File: src/rtl/imm_extend_pipe.sv
// Immediate extraction/extension unit with a single valid/ready output register.
// Optional feature macro: IMM_BRANCH_SCALE_EN (scales CB/B-type immediates by 4).
module imm_extend_pipe #(
    parameter int unsigned DATA_W = 64,
    parameter int unsigned CNT_W  = 8
) (
    input  logic              clk,
    input  logic              reset,
    input  logic              in_valid,
    output logic              in_ready,
    input  logic [31:0]       instr,
    input  logic [2:0]        mode,
    output logic              out_valid,
    input  logic              out_ready,
    output logic [DATA_W-1:0] imm,
    output logic              err,
    output logic [CNT_W-1:0]  err_count
);

    typedef enum logic [2:0] {
        FMT_D    = 3'd0,
        FMT_I    = 3'd1,
        FMT_CB   = 3'd2,
        FMT_B    = 3'd3,
        FMT_MOVZ = 3'd4
    } fmt_e;

    logic [63:0]       wide;
    logic [63:0]       branch_ext;
    logic [5:0]        movz_shamt;
    logic              dec_err;
    logic [DATA_W-1:0] dec_imm;
    logic              accept;
    logic              unused_bits;

    assign unused_bits = ^instr[31:26];
    assign in_ready    = !out_valid || out_ready;
    assign accept      = in_valid && in_ready;
    assign movz_shamt  = {instr[22:21], 4'b0000};

    // Decode at full 64-bit width, then truncate once to DATA_W.
    always_comb begin
        wide       = '0;
        branch_ext = '0;
        dec_err    = 1'b0;
        case (mode)
            FMT_D:    wide = {{55{instr[20]}}, instr[20:12]};
            FMT_I:    wide = {52'b0, instr[21:10]};
            FMT_CB: begin
                branch_ext = {{45{instr[23]}}, instr[23:5]};
`ifdef IMM_BRANCH_SCALE_EN
                wide = branch_ext << 2;
`else
                wide = branch_ext;
`endif
            end
            FMT_B: begin
                branch_ext = {{38{instr[25]}}, instr[25:0]};
`ifdef IMM_BRANCH_SCALE_EN
                wide = branch_ext << 2;
`else
                wide = branch_ext;
`endif
            end
            FMT_MOVZ: wide = {48'b0, instr[20:5]} << movz_shamt;
            default:  dec_err = 1'b1;
        endcase
        dec_imm = wide[DATA_W-1:0];
    end

    always_ff @(posedge clk or negedge reset) begin
        if (!reset) begin
            out_valid <= 1'b0;
            imm       <= '0;
            err       <= 1'b0;
        end else if (accept) begin
            out_valid <= 1'b1;
            imm       <= dec_imm;
            err       <= dec_err;
        end else if (out_ready) begin
            out_valid <= 1'b0;
        end
    end

    always_ff @(posedge clk or negedge reset) begin
        if (!reset) begin
            err_count <= '0;
        end else if (accept && dec_err && (err_count != '1)) begin
            err_count <= err_count + CNT_W'(1);
        end
    end

endmodule

File: config.mk
export PLATFORM = sky130hd
export DESIGN_NAME = imm_extend_pipe
export DESIGN_NICKNAME = d
export VERILOG_FILES = /design/src/rtl/imm_extend_pipe.sv
export SDC_FILE = /design/constraint.sdc
export NUM_CORES = 1
export LEC_CHECK = 0
export ABC_CLOCK_PERIOD_IN_PS = 4800
export CORE_MARGIN = 1
export CORE_UTILIZATION = 52
export CTS_BUF_LIST = sky130_fd_sc_hd__clkbuf_2
export DETAILED_ROUTE_END_ITERATION = 7
export GPL_TIMING_DRIVEN = 0
export PLACE_DENSITY = 0.88
export SYNTH_ARGS = -nofsm -noshare
export SYNTH_HDL_FRONTEND = slang
export SYNTH_SLANG_ARGS = --single-unit
File: constraint.sdc
create_clock -name clk -period 4.8 [get_ports clk]
set_input_delay 0.96 -clock clk [delete_from_list [all_inputs] [get_ports clk]]
set_output_delay 0.96 -clock clk [all_outputs]
set_load 0.005 [all_outputs]
Word-level counts from Yosys, hierarchy flattened
Index checks and enable logic that the tools add are counted.

operators by class
  reduce and logical (&&, ||, !) cells = 8
  $add $sub $neg = 1
  muxes and demuxes = 4
  eq/ne operators = 5
  shifts and indexed selects = 1

operators with widths
  operator                                                          number
  64-bit case mux with 5 select lines                               1
  16-bit by 6-bit left shift with 64-bit output                     1
  8-bit by 1-bit adder with 8-bit output (second input constant)    1
  8-bit != test (second input constant)                             1
  3-bit by 2-bit == test with 1-bit output (second input constant)  2
  5-bit OR reduction                                                1
  3-bit by 1-bit == test with 1-bit output (second input constant)  1
  3-bit == test (second input constant)                             1
  1-bit logical AND                                                 3
  3-bit zero test                                                   1
  1-bit two-way mux                                                 3
  2-bit nonzero test                                                1
  1-bit zero test                                                   1
  1-bit logical OR                                                  1

storage, ports and cells
  bits in registers = 74
  bits of input ports = 39
  word-level logic and storage cells = 23
  output and inout bits = 75

Depth between registers and ports, before layout
Gate-level depths: netlist of run 1.

  word-level depth = 5
  depth in mapped cells = 7
  depth with buffers taken out = 5

Worst setup path before layout of run 1
OpenSTA, ideal clock, no wires.

  kind = in2reg
  start point = input port mode[0]
  end point = register imm[31]
  cell stages on the path = 6
  path buffers = 2
  data required time = 4674 ps
  arrival = 2054 ps
  setup time = 126 ps
  setup slack = 2620 ps
  path through = mux2_2 > a21oi_1 > nor3_2 > buf_2 > buf_2 > a221o_1

between the ends
  cells in the longest elaborated chain, start to end = 2
  elaborated cells between the ends (all ways) = 6
  classes of those cells = 4 x eq/ne; 1 x mux; 1 x reduce/logical

RTL lines
  item                                     RTL line  RTL
  from (decl)                              12        input logic [2:0] mode,
  3-bit == test (tied with other cells)    46        case (mode)
  64-bit case mux with 5 select lines (*)  46
  to (signal assigned)                     78        imm <= dec_imm;
  to (decl)                                15        output logic [DATA_W-1:0] imm,

Every way passes the cells marked *; elsewhere a longest branch is shown, timed or not.
A chain may end at the register's enable or synchronous reset.

Worst setup path after layout of run 1
  start point = input port out_ready
  end point = output port in_ready

between the ends
  cells in the longest elaborated chain, start to end = 1

RTL lines
  item              RTL line  RTL
  from (decl)       14        input logic out_ready,
  1-bit logical OR  37        assign in_ready = !out_valid || out_ready;
  to (decl)         10        output logic in_ready,

No other way between the ends.

==> results of run 1 <==
layer usage:
layer / global-route usage / share of wire / vias to the layer above / wire length [µm]
li1: - / - / 1414 / -
met1: 0.412 / 0.40 / 1574 / 4270
met2: 0.475 / 0.48 / 207 / 5060
met3: 0.0597 / 0.096 / 26 / 1020
met4: 0.139 / 0.027 / 0 / 287
met5: 0 / 0 / - / 0
power by group through the flow:
| stage | logic (µW) | clock network (µW) | registers, µW |
|---|---|---|---|
| 2_1_floorplan | 176 | 0 | 778 |
| 3_3_place_gp | 433 | 0 | 776 |
| 3_5_place_dp | 446 | 0 | 783 |
| 4_1_cts | 449 | 384 | 771 |
| 5_1_grt | 482 | 408 | 783 |
| 6_report | 449 | 384 | 776 |
kinds of logic after synthesis:
kind of cell    after synthesis
mux                          25
compound gates               94
xor+xnor                      3
flops                        74
buf+inv                      32
fa+ha+maj                     1
simple gates                 64
synthesized netlist by cell type (3+ instances only):
library cell / instances / share of area
nor2_1: 5 / 0.0052
nor3b_2: 3 / 0.010
buf_6: 6 / 0.019
a31oi_1: 5 / 0.0086
nor3_1: 13 / 0.018
mux4_2: 11 / 0.068
a22oi_1: 10 / 0.021
mux2_2: 13 / 0.040
nand4_1: 4 / 0.0069
o21ai_0: 6 / 0.0083
dfrtp_1: 74 / 0.51
clkbuf_1: 10 / 0.010
a21oi_1: 14 / 0.019
a221o_1: 47 / 0.13
nand2_1: 25 / 0.026
buf_4: 5 / 0.010
buf_2: 6 / 0.0083
inv_1: 4 / 0.0041
nand3_1: 3 / 0.0041
a221o_2: 3 / 0.0093
sequential cells by signal, summed over array words and instances, names as in the netlist:
signal     flops
imm           64
out_valid      1
err            1
err_count      8
worst max-delay path by stage:
stage,depth (start not counted),to,start
detailed placement,4,in_ready,out_ready
global placement,1,imm[53],reset
floorplan,6,imm[31],mode[0]
CTS,4,in_ready,out_ready
finish,4,in_ready,out_ready
global route,4,in_ready,out_ready
through the flow:
| step | worst slack (ns) | utilization | area, µm² | hold WS, ns | instances |
|---|---|---|---|---|---|
| 2_1_floorplan | 2.62 | - | 3640 | 0.460 | 293 |
| 3_3_place_gp | 0.395 | 0.709 | 4790 | 0.449 | 478 |
| 3_5_place_dp | 1.66 | 0.708 | 4790 | 0.454 | 478 |
| 4_1_cts | 1.65 | 0.727 | 4910 | 0.499 | 494 |
| 5_1_grt | 1.62 | 0.727 | 4910 | 0.526 | 494 |
| 6_report | 1.66 | 0.727 | 4910 | 0.495 | 494 |
area by class of cell:
type / count / area [µm²]
Sequential cell: 74 / 1850
Buffer: 27 / 173
Clock buffer: 9 / 45.0
Tap cell: 80 / 100
Fill cell: 471 / 1840
Clock inverter: 7 / 83.8
Inverter: 5 / 18.8
Multi-Input combinational cell: 187 / 1590
Timing Repair Buffer: 105 / 1050
critical path: stages:
cell and delay (ns):
clkdlybuf4s50_1 0.45, nor2b_4 0.23, inv_2 0.09, clkdlybuf4s50_1 0.45
==> results by group, run 1 <==
STA
  – Fmax: 318 MHz
  – Final min period: 3.14 ns
  – Rel. slew slack: 0.406
  – Total Negative Setup Slacks: 0 ns
  – RSZ-0062 raised after global routing: no
  – Worst-Margin Slew: 0.891 ns
  – Setup violators final: 0
  – Final period util: 0.654
  – Slew Viols, Final: 0
  – Clock Skew: 0.0291 ns
  – Final Hold Viols: 0

Layout
  – Most frequent cells in the layout: clkdlybuf4s50_1 (104), dfrtp_1 (74), a221o_1 (47)
  – Commonest non-fill, non-tap cell in the layout: clkdlybuf4s50_1
  – Ant. Diodes: 0
  – Layout cells sized above 1: 0.171
  – Final net count: 449
  – Layout area overhead: 35.1%

Pwr
  – Lkg Pwr: 0.00209 µW
  – P_sw: 507 µW
  – Power share of the sequential group: 0.482
  – Pint: 1100 µW
  – Clk pwr share: 0.239
  – Switching part of the total: 0.315
  – Total power: 1610 µW
  – Combinational power share: 0.279
  – Peak supply drop: 0.183 mV
  – PD cells: 327 mW/mm²

Clock tree
  – CTS Hold Bufs: 0
  – Clk slew on worst S/H paths: 0.23 ns
  – Htree depth: 3
  – Setup bufs post-CTS: 0
  – Num CTS Buffers: 9
  – TritonCTS clock tree: built
  – Post_cts resized: 0
  – Clock Tree Buf Depth: 2
  – CTS root buf: clkbuf_2
  – Worst-Skew Late Latency: 0.55 ns
  – CTS Sinks: 74

Placement
  – Dpl hpwl: 7.40 mm
  – IO Port Bufs: 105
  – Routability congestion estimate: 0.897

Global routing
  – Initial antenna violation count: 0
  – GRT Resource Usage Total: 0.303
  – Vias in the first global route: 2996
  – First-pass GRT wire length: 16.8 mm
  – GR Overflow Total: 0
  – Pin count of the biggest net entering global routing: 75

Setup path
  – Largest fanout on the critical path: 5
  – CP Launch Type: primary input
  – Critical R2R Capture: imm[32]
  – Critical Path AT: 2.18 ns
  – Critical R2R Launch: out_valid
  – Worst Setup End Kind: output port
  – Register-to-register setup slack: 2.85 ns
  – Critical path required time: 3.84 ns
  – Critical setup path kind: primary input to output port
  – Worst-case reg-to-reg path depth: 7

Drt
  – Routed WL: 10.6 mm
  – TritonRoute pass-1 iters: 5
  – Via-to-Cell Ratio: 6.52
  – DRC Markers: 0
  – Vias: 3221
  – Initial DRC count: 401
  – Drt wl/cell: 21.5 µm
  – Antenna Nets Post-Route: 0

Floorplan
  – Die ar.: 0.00733 mm²
  – Num rows: 30
  – Core Area: 0.00676 mm²
  – # IOs: 114
  – Die Wd: 85.6 µm
  – Die height: 85.6 µm
  – Starting density of the core: 0.538

Worst hold path
  – Hold Crit Class: flop to flop
  – Hold EP: imm[6]
  – Hold depth: 2
  – Hold path start: imm[6]

Logic synthesis
  – Synth cell types: 42
  – Synth Area in Simple Gates: 0.101
  – Largest family of logic cells by synthesized area: compound AO/OA/AOI/OAI gates
  – Synth warnings: 0
  – Post-synth EDFFs: 0
  – Cell Area, Synth: 0.00364 mm²
  – Register area share after synthesis: 0.509
  – Seq cells post-synth: 74
  – Post-synthesis adder-cell area fraction: 0.00344
  – Mux cell area share after synthesis: 0.111
  – Ys async rst share: 1.00
  – Post-synth net total: 333
  – Ys flop type: dfrtp_1
  – Complex-gate fraction of the synthesized area: 0.215
  – Gate Count Post-Synth: 293
  – Post-synthesis xor/xnor area fraction: 0.00722
  – Mapped Avg Cell Area: 12.4 µm²

Run
  – # Max-Cap Violations: 0

Outcome
  – Status: finished clean
No activity file was read; power rests on OpenSTA's default activity.
==> run 2: changes to the inputs <==
==> config.mk (replaced) <==
export PLATFORM = sky130hd
export DESIGN_NAME = imm_extend_pipe
export DESIGN_NICKNAME = d
export VERILOG_FILES = /design/src/rtl/imm_extend_pipe.sv
export SDC_FILE = /design/constraint.sdc
export NUM_CORES = 1
export LEC_CHECK = 0
export ABC_CLOCK_PERIOD_IN_PS = 3200
export CORE_MARGIN = 1
export CORE_UTILIZATION = 48
export CTS_BUF_LIST = sky130_fd_sc_hd__clkbuf_2
export DETAILED_ROUTE_END_ITERATION = 7
export GPL_TIMING_DRIVEN = 0
export PLACE_DENSITY = 0.82
export SYNTH_ARGS = -nofsm -noshare
export SYNTH_HDL_FRONTEND = slang
export SYNTH_SLANG_ARGS = --single-unit
==> constraint.sdc (replaced) <==
create_clock -name clk -period 3.2 [get_ports clk]
set_input_delay 0.64 -clock clk [delete_from_list [all_inputs] [get_ports clk]]
set_output_delay 0.64 -clock clk [all_outputs]
set_load 0.005 [all_outputs]
==> results by group, run 2 (same netlist as run 1, synthesis figures left out) <==
Outcome
  – Status: finished clean

Floorplan
  – Starting density of the core: 0.499
  – Core Area: 0.00729 mm²
  – # IOs: 114
  – Die Wd: 89.1 µm
  – Num rows: 31
  – Die height: 89.1 µm
  – Die ar.: 0.00793 mm²

STA
  – RSZ-0062 raised after global routing: no
  – Final Hold Viols: 0
  – Slew Viols, Final: 0
  – Post-route setup slack: 0.699 ns
  – Setup violators final: 0
  – Final period util: 0.782
  – Rel. slew slack: 0.403
  – Worst-Margin Slew: 0.895 ns
  – Hold slack final: 0.200 ns
  – Clock Skew: 0.0248 ns
  – Final min period: 2.50 ns
  – Fmax: 400 MHz

Run
  – # Max-Cap Violations: 0

Global routing
  – Initial antenna violation count: 0
  – Vias in the first global route: 2929
  – First-pass GRT wire length: 16.5 mm
  – GRT Resource Usage Total: 0.285
  – Pin count of the biggest net entering global routing: 75
  – GR Overflow Total: 0

Setup path
  – CP Launch Type: primary input
  – CP max stage cell: clkdlybuf4s50_1
  – Crit-path most repeated cell: clkdlybuf4s50_1
  – Worst-case reg-to-reg path depth: 7
  – Register-to-register setup slack: 1.24 ns
  – Critical setup path kind: primary input to output port
  – Crit-path cells: clkdlybuf4s50_1 -> nor2b_4 -> inv_2 -> clkdlybuf4s50_1
  – Largest fanout on the critical path: 5
  – CP peak stage delay: 0.45 ns
  – Worst Setup End Kind: output port
  – Critical R2R Launch: out_valid
  – Critical R2R Capture: imm[37]
  – Critical Path AT: 1.86 ns
  – Critical path required time: 2.56 ns

Drt
  – DRC Markers: 0
  – Routed WL: 10.8 mm
  – Via-to-Cell Ratio: 6.21
  – Drt wl/cell: 21.1 µm
  – Vias: 3184
  – Antenna Nets Post-Route: 0
  – Initial DRC count: 358
  – TritonRoute pass-1 iters: 6

Clock tree
  – Htree depth: 3
  – TritonCTS clock tree: built
  – Num CTS Buffers: 9
  – Clock Tree Buf Depth: 2
  – Setup bufs post-CTS: 0
  – Post_cts resized: 0
  – Worst-Skew Late Latency: 0.54 ns
  – CTS root buf: clkbuf_2
  – CTS Hold Bufs: 0
  – Clk slew on worst S/H paths: 0.25 ns
  – CTS Sinks: 74

Layout
  – Max reg flops: 64
  – Most frequent cells in the layout: clkdlybuf4s50_1 (104), dfrtp_1 (74), a221o_1 (47)
  – Ant. Diodes: 0
  – Biggest regs: imm (64), err_count (8)
  – Final net count: 449
  – Commonest non-fill, non-tap cell in the layout: clkdlybuf4s50_1
  – Layout area overhead: 36.3%
  – Layout cells sized above 1: 0.171
  – Biggest register: imm

Pwr
  – Clk pwr share: 0.257
  – P_sw: 737 µW
  – Switching part of the total: 0.300
  – Pint: 1720 µW
  – Combinational power share: 0.273
  – Peak supply drop: 0.302 mV
  – Power share of the sequential group: 0.470
  – PD cells: 496 mW/mm²
  – Lkg Pwr: 0.00209 µW

Placement
  – Routability congestion estimate: 0.891
  – Setup WS pre-CTS: 0.537 ns
  – Dpl hpwl: 7.49 mm
  – IO Port Bufs: 105

Worst hold path
  – Hold Crit Class: primary input to async pin
==> run 2: worst max-delay path, delay by kind of cell <==
kind / cells / cell delay, ns
buffers and inverters: 3 / 0.99
and+or+nand+nor: 1 / 0.23
==> run 2: power groups by stage <==
| stage | sequential, µW | combinational, µW | clock [µW] |
|---|---|---|---|
| 2_1_floorplan | 1170 | 264 | 0 |
| 5_1_grt | 1170 | 726 | 671 |
| 3_3_place_gp | 1160 | 655 | 0 |
| 6_report | 1150 | 672 | 633 |
| 3_5_place_dp | 1170 | 669 | 0 |
| 4_1_cts | 1150 | 674 | 638 |
==> run 2: how the worst max path moves through the flow <==
stage / slack, ns / end / start
2_1_floorplan: 1.34 / imm[31] / mode[0]
3_3_place_gp: -0.93 / imm[53] / reset
3_5_place_dp: 0.54 / imm[59] / mode[0]
4_1_cts: 0.70 / in_ready / out_ready
5_1_grt: 0.67 / in_ready / out_ready
6_report: 0.70 / in_ready / out_ready
==> run 2: layout make-up <==
cell class | count | area [µm²]
clock inverters | 7 | 101
repair buffers | 105 | 1050
well taps | 99 | 124
fillers | 576 | 2340
clock buffers | 9 | 45.0
flip-flops and latches | 74 | 1850
inverters | 5 | 18.8
plain buffers | 27 | 173
multi-input cells | 187 | 1590
==> run 2: stage by stage <==
stage / setup TNS [ns] / total power, µW / area, µm² / std cells / utilization
2_1_floorplan: 0 / 1430 / 3640 / 293 / -
4_1_cts: 0 / 2460 / 4960 / 513 / 0.680
5_1_grt: 0 / 2570 / 4960 / 513 / 0.680
3_5_place_dp: 0 / 1840 / 4810 / 497 / 0.660
6_report: 0 / 2460 / 4960 / 513 / 0.680
3_3_place_gp: -68.36 / 1820 / 4810 / 497 / 0.660
==> run 2: routing by layer <==
metal,global-route usage,part of all wire,routed length [µm],vias up
li1,-,-,-,1406
met1,0.404,0.42,4530,1566
met2,0.452,0.48,5210,188
met3,0.0369,0.074,806,24
met4,0.105,0.027,290,0
met5,0,0,0,-
==> variant 1, RTL diff (settings of run 2) <==
Remove the case item `FMT_MOVZ` of the case on `mode`.
--- a/src/rtl/imm_extend_pipe.sv
+++ b/src/rtl/imm_extend_pipe.sv
@@ -62,7 +62,6 @@
                 wide = branch_ext;
 `endif
             end
-            FMT_MOVZ: wide = {48'b0, instr[20:5]} << movz_shamt;
             default:  dec_err = 1'b1;
         endcase
         dec_imm = wide[DATA_W-1:0];
Formal check against the unedited RTL: not equivalent (a bounded check fails within 4 cycles, from zero or initial values and one cycle with reset low).
==> variant 1 against run 2 <==
Die area fell by 40%; sequential cell count fell by 38; first-iteration DRC count decreased by 82%; final area fell by 33%; area after synthesis shrank 40%; fmax down 11%; power shrank 45%; worst setup slack worse by 0.30 ns; routed wire length down 50%; global-route usage shrank 5.3 points; highest routed layer unchanged.
==> variant 1: results (changes against run 2) <==
- Outcome: complete, no violations
- Clock-pin slew of the registers on the worst-case setup and hold paths: 0.17 ns (-0.08 ns)
- Maximum vdd ir drop: 0.288 mV (-4.7%)
- Total of buffers placed on input and output ports: 106 (+0.95%)
- Iteration-0 DRC count of the detailed router: 66 (-82%)
- Total global-route track usage: 0.232 (-0.0532)
- Clkbuf count: 7 (-2)
- Non-clock inverter count: 0 (-5)
- Worst-case clock skew: 0.0193 ns (-0.00552 ns)
- Synth-to-layout area growth: 53.5%
- Largest delay contributor family on the critical path: flip-flops
- Mapped Nets: 236 (-29%)
- Leading post-synthesis cells by cell area: sky130_fd_sc_hd__dfrtp_1, sky130_fd_sc_hd__buf_4, sky130_fd_sc_hd__mux4_1
- Worst-Margin Slew: 1.03 ns (+0.138 ns)
- Post-synthesis compound-gate area fraction: 0.149 (-0.0659)
- Clock Sink Count: 36 (-51%)
- Final Non-Filler Cells: 362 (-29%)
- Worst r2r path cells: 5 (-2)
- Dpl ws: 0.751 ns (+0.214 ns)
- Count of nets after finishing: 349 (-22%)
- Total length of routed met2 wires: 2600 um (-50%)
- Synthesized instance count: 196 (-33%)
- Portion of the layout cell area used by clock cells: 0.0117 (-0.0179)
- Routed vias: 1951 (-39%)
- GR Util met3: 0.0494 (+0.0125)
- Sequential power share: 0.445 (-0.025)
variant 1: cell count changes in the layout (fill, tap and decap cells not counted), moves of 6 or more:
cell	change
sky130_fd_sc_hd__buf_4	+33
sky130_fd_sc_hd__mux2_2	-10
sky130_fd_sc_hd__o21ai_0	+6
sky130_fd_sc_hd__mux4_1	+8
sky130_fd_sc_hd__nand3_1	+6
sky130_fd_sc_hd__clkbuf_1	-8
sky130_fd_sc_hd__a22o_1	+18
sky130_fd_sc_hd__a221o_1	-47
sky130_fd_sc_hd__nand2_1	-11
sky130_fd_sc_hd__dfrtp_1	-38
sky130_fd_sc_hd__a22oi_1	-10
sky130_fd_sc_hd__nor3_1	-12
sky130_fd_sc_hd__mux4_2	-8
variant 1: worst max-delay path by stage:
stage               end  slack, ns  cells past startpoint
2_1_floorplan   imm[26]       1.42                      1
3_3_place_gp    imm[14]       0.68                      1
3_5_place_dp   in_ready       0.75                      3
4_1_cts         imm[48]       0.34                      2
5_1_grt         imm[53]       0.21                      2
6_report        imm[48]       0.40                      2
==> variant 2, RTL diff (config.mk and constraints of run 2) <==
Made on the original files. Build with the macro `IMM_BRANCH_SCALE_EN` defined.
--- a/src/rtl/imm_extend_pipe.sv
+++ b/src/rtl/imm_extend_pipe.sv
@@ -1,5 +1,7 @@
 // Immediate extraction/extension unit with a single valid/ready output register.
 // Optional feature macro: IMM_BRANCH_SCALE_EN (scales CB/B-type immediates by 4).
+`define IMM_BRANCH_SCALE_EN
+
 module imm_extend_pipe #(
     parameter int unsigned DATA_W = 64,
     parameter int unsigned CNT_W  = 8
Behaviour: not the same (Yosys sat finds a counterexample within 4 cycles, from zero or initial values and one cycle with reset low).
==> variant 2 against run 2 <==
First-iteration DRC count up 8.1%; routed wire length down 0.88%; worst setup slack better by 0.029 ns; sequential cell count unchanged; power up 0.34%; final area down 0.76%; critical endpoint unchanged; non-clock buffer count down 1; area after synthesis down 1.4%; synthesized cell count up 5.8%; largest cell class unchanged; highest routed layer unchanged; sequential share of layout area up 0.29 points; fmax up 1.2%; critical path depth unchanged.
==> variant 2: results (changes against run 2) <==
- Total routed wirelength: 10700 um (-0.88%)
- Comb power: 0.000618 W (-8.0%)
- Footprint of the multi-input gates: 1590 sq um (-0.39%)
- Total of buffers placed on input and output ports: 104 (-0.95%)
- Mux contribution to synthesized area: 0.0837 (-0.0274)
- Width of the die: 88.5 um (-0.67%)
- Top cells by count, synth: sky130_fd_sc_hd__dfrtp_1, sky130_fd_sc_hd__nand2_1, sky130_fd_sc_hd__a221o_1
- Inst Count DP: 513 (+3.2%)
- Adder-cell area share of the yosys netlist: 0.00349 (+0.0000480)
- Net switching power: 0.000698 W (-5.2%)
- Maximum vdd ir drop: 0.421 mV (+39%)
- Crit path DAT: 1.83 ns (-0.03 ns)
- Fraction of area in registers: 0.376 (+0.00285)
- Layout cells sized above 1: 0.121 (-0.0506)
- CTS buffer count: 9 (unchanged)
- Post-synthesis compound-gate area fraction: 0.219 (+0.00370)
- Net switching fraction of the power: 0.283 (-0.0166)
- Vias in the first global route: 3092 (+5.6%)
- Count of nets after finishing: 465 (+3.6%)
- Number of setup buffers added after CTS: 0 (unchanged)
- Final weighted congestion in routability-driven placement: 0.879 (-1.3%)
- Iteration-0 DRC count of the detailed router: 387 (+8.1%)
- Leakage power total: 2.22 nW (+5.9%)
- Sequential area share after synthesis: 0.516 (+0.00710)
- Portion of the layout cell area used by clock cells: 0.0343 (+0.00480)
- Non-clock inverter count: 2 (-3)
- Leading post-synthesis cells by cell area: sky130_fd_sc_hd__dfrtp_1, sky130_fd_sc_hd__a221o_1, sky130_fd_sc_hd__mux4_2
- Maximum buffer depth of the clock tree: 2 (unchanged)
- Count of different cell masters after synthesis: 40 (-4.8%)
- Wire length of the first global-routing pass: 16300 um (-0.84%)
- Total global-route track usage: 0.285 (about the same)
- Clock Latency Late Sink: 0.56 ns (+0.02 ns)
- Mean instance size in the synthesized netlist: 11.6 sq um (-6.8%)
- Placed instance area: 4750 sq um (-1.2%)
- Routed WL per cell: 20.3 um (-3.9%)
- Delay of the slowest cell on the worst path: 0.51 ns (+0.06 ns)
- Largest delay contributor family on the critical path: buffers and inverters
- Fraction of registers with async set or reset after synthesis: 1.00 (unchanged)
- Design area: 4920 sq um (-0.76%)
- Maximum fanout along the worst path: 6 (+1)
- Share of power burned in the clock network: 0.285 (+0.028)
- Clock-pin slew of the registers on the worst-case setup and hold paths: 0.24 ns
- Worst-Margin Slew: 1.16 ns (+0.262 ns)
- Fill count: 580 (+0.69%)
- Signal buf overhead: 0.240 (-0.00677)
- Mapped Nets: 350 (+5.1%)
- Worst-case clock skew: 0.0247 ns (-0.000149 ns)
- Number of multi-input combinational cells in the layout: 207 (+11%)
- XOR/XNOR share of the synthesized area: 0.00488 (-0.00234)
- Worst r2r path cells: 6 (-1)
- Detailed placement HPWL: 7510 um (+0.35%)
- Non-Clock Buffer Count: 131 (-0.76%)
- Outcome: complete, no violations
- Via-to-Cell Ratio: 6.24 (+0.60%)
- Yosys top cell area share: 0.516 (+0.00710)
==> variant 2: changes by cell type after synthesis, moves of 7 or more <==
cell,delta
sky130_fd_sc_hd__a211o_1,+11
sky130_fd_sc_hd__nor3_1,-8
sky130_fd_sc_hd__and3_1,+14
sky130_fd_sc_hd__nand2_1,+20
sky130_fd_sc_hd__mux2_2,-7
sky130_fd_sc_hd__a221o_1,-8
==> variant 2: final timing paths <==
check	start	to	slack (ns)
min in group clk	imm[3]	imm[3]	0.50
hold / removal	reset	imm[61]	0.15
max in group asynchronous	reset	err_count[2]	2.41
hold reg to reg	imm[3]	imm[3]	0.50
setup reg to reg	out_valid	imm[46]	1.18
setup / recovery	out_ready	in_ready	0.73
==> variant 2: metal layers <==
| metal | wire length [um] | GRT usage | part of all wire |
|---|---|---|---|
| met5 | 0 | 0 | 0 |
| met4 | 220 | 0.0806 | 0.020 |
| met2 | 5020 | 0.452 | 0.47 |
| met1 | 4350 | 0.384 | 0.41 |
| met3 | 1150 | 0.0830 | 0.11 |
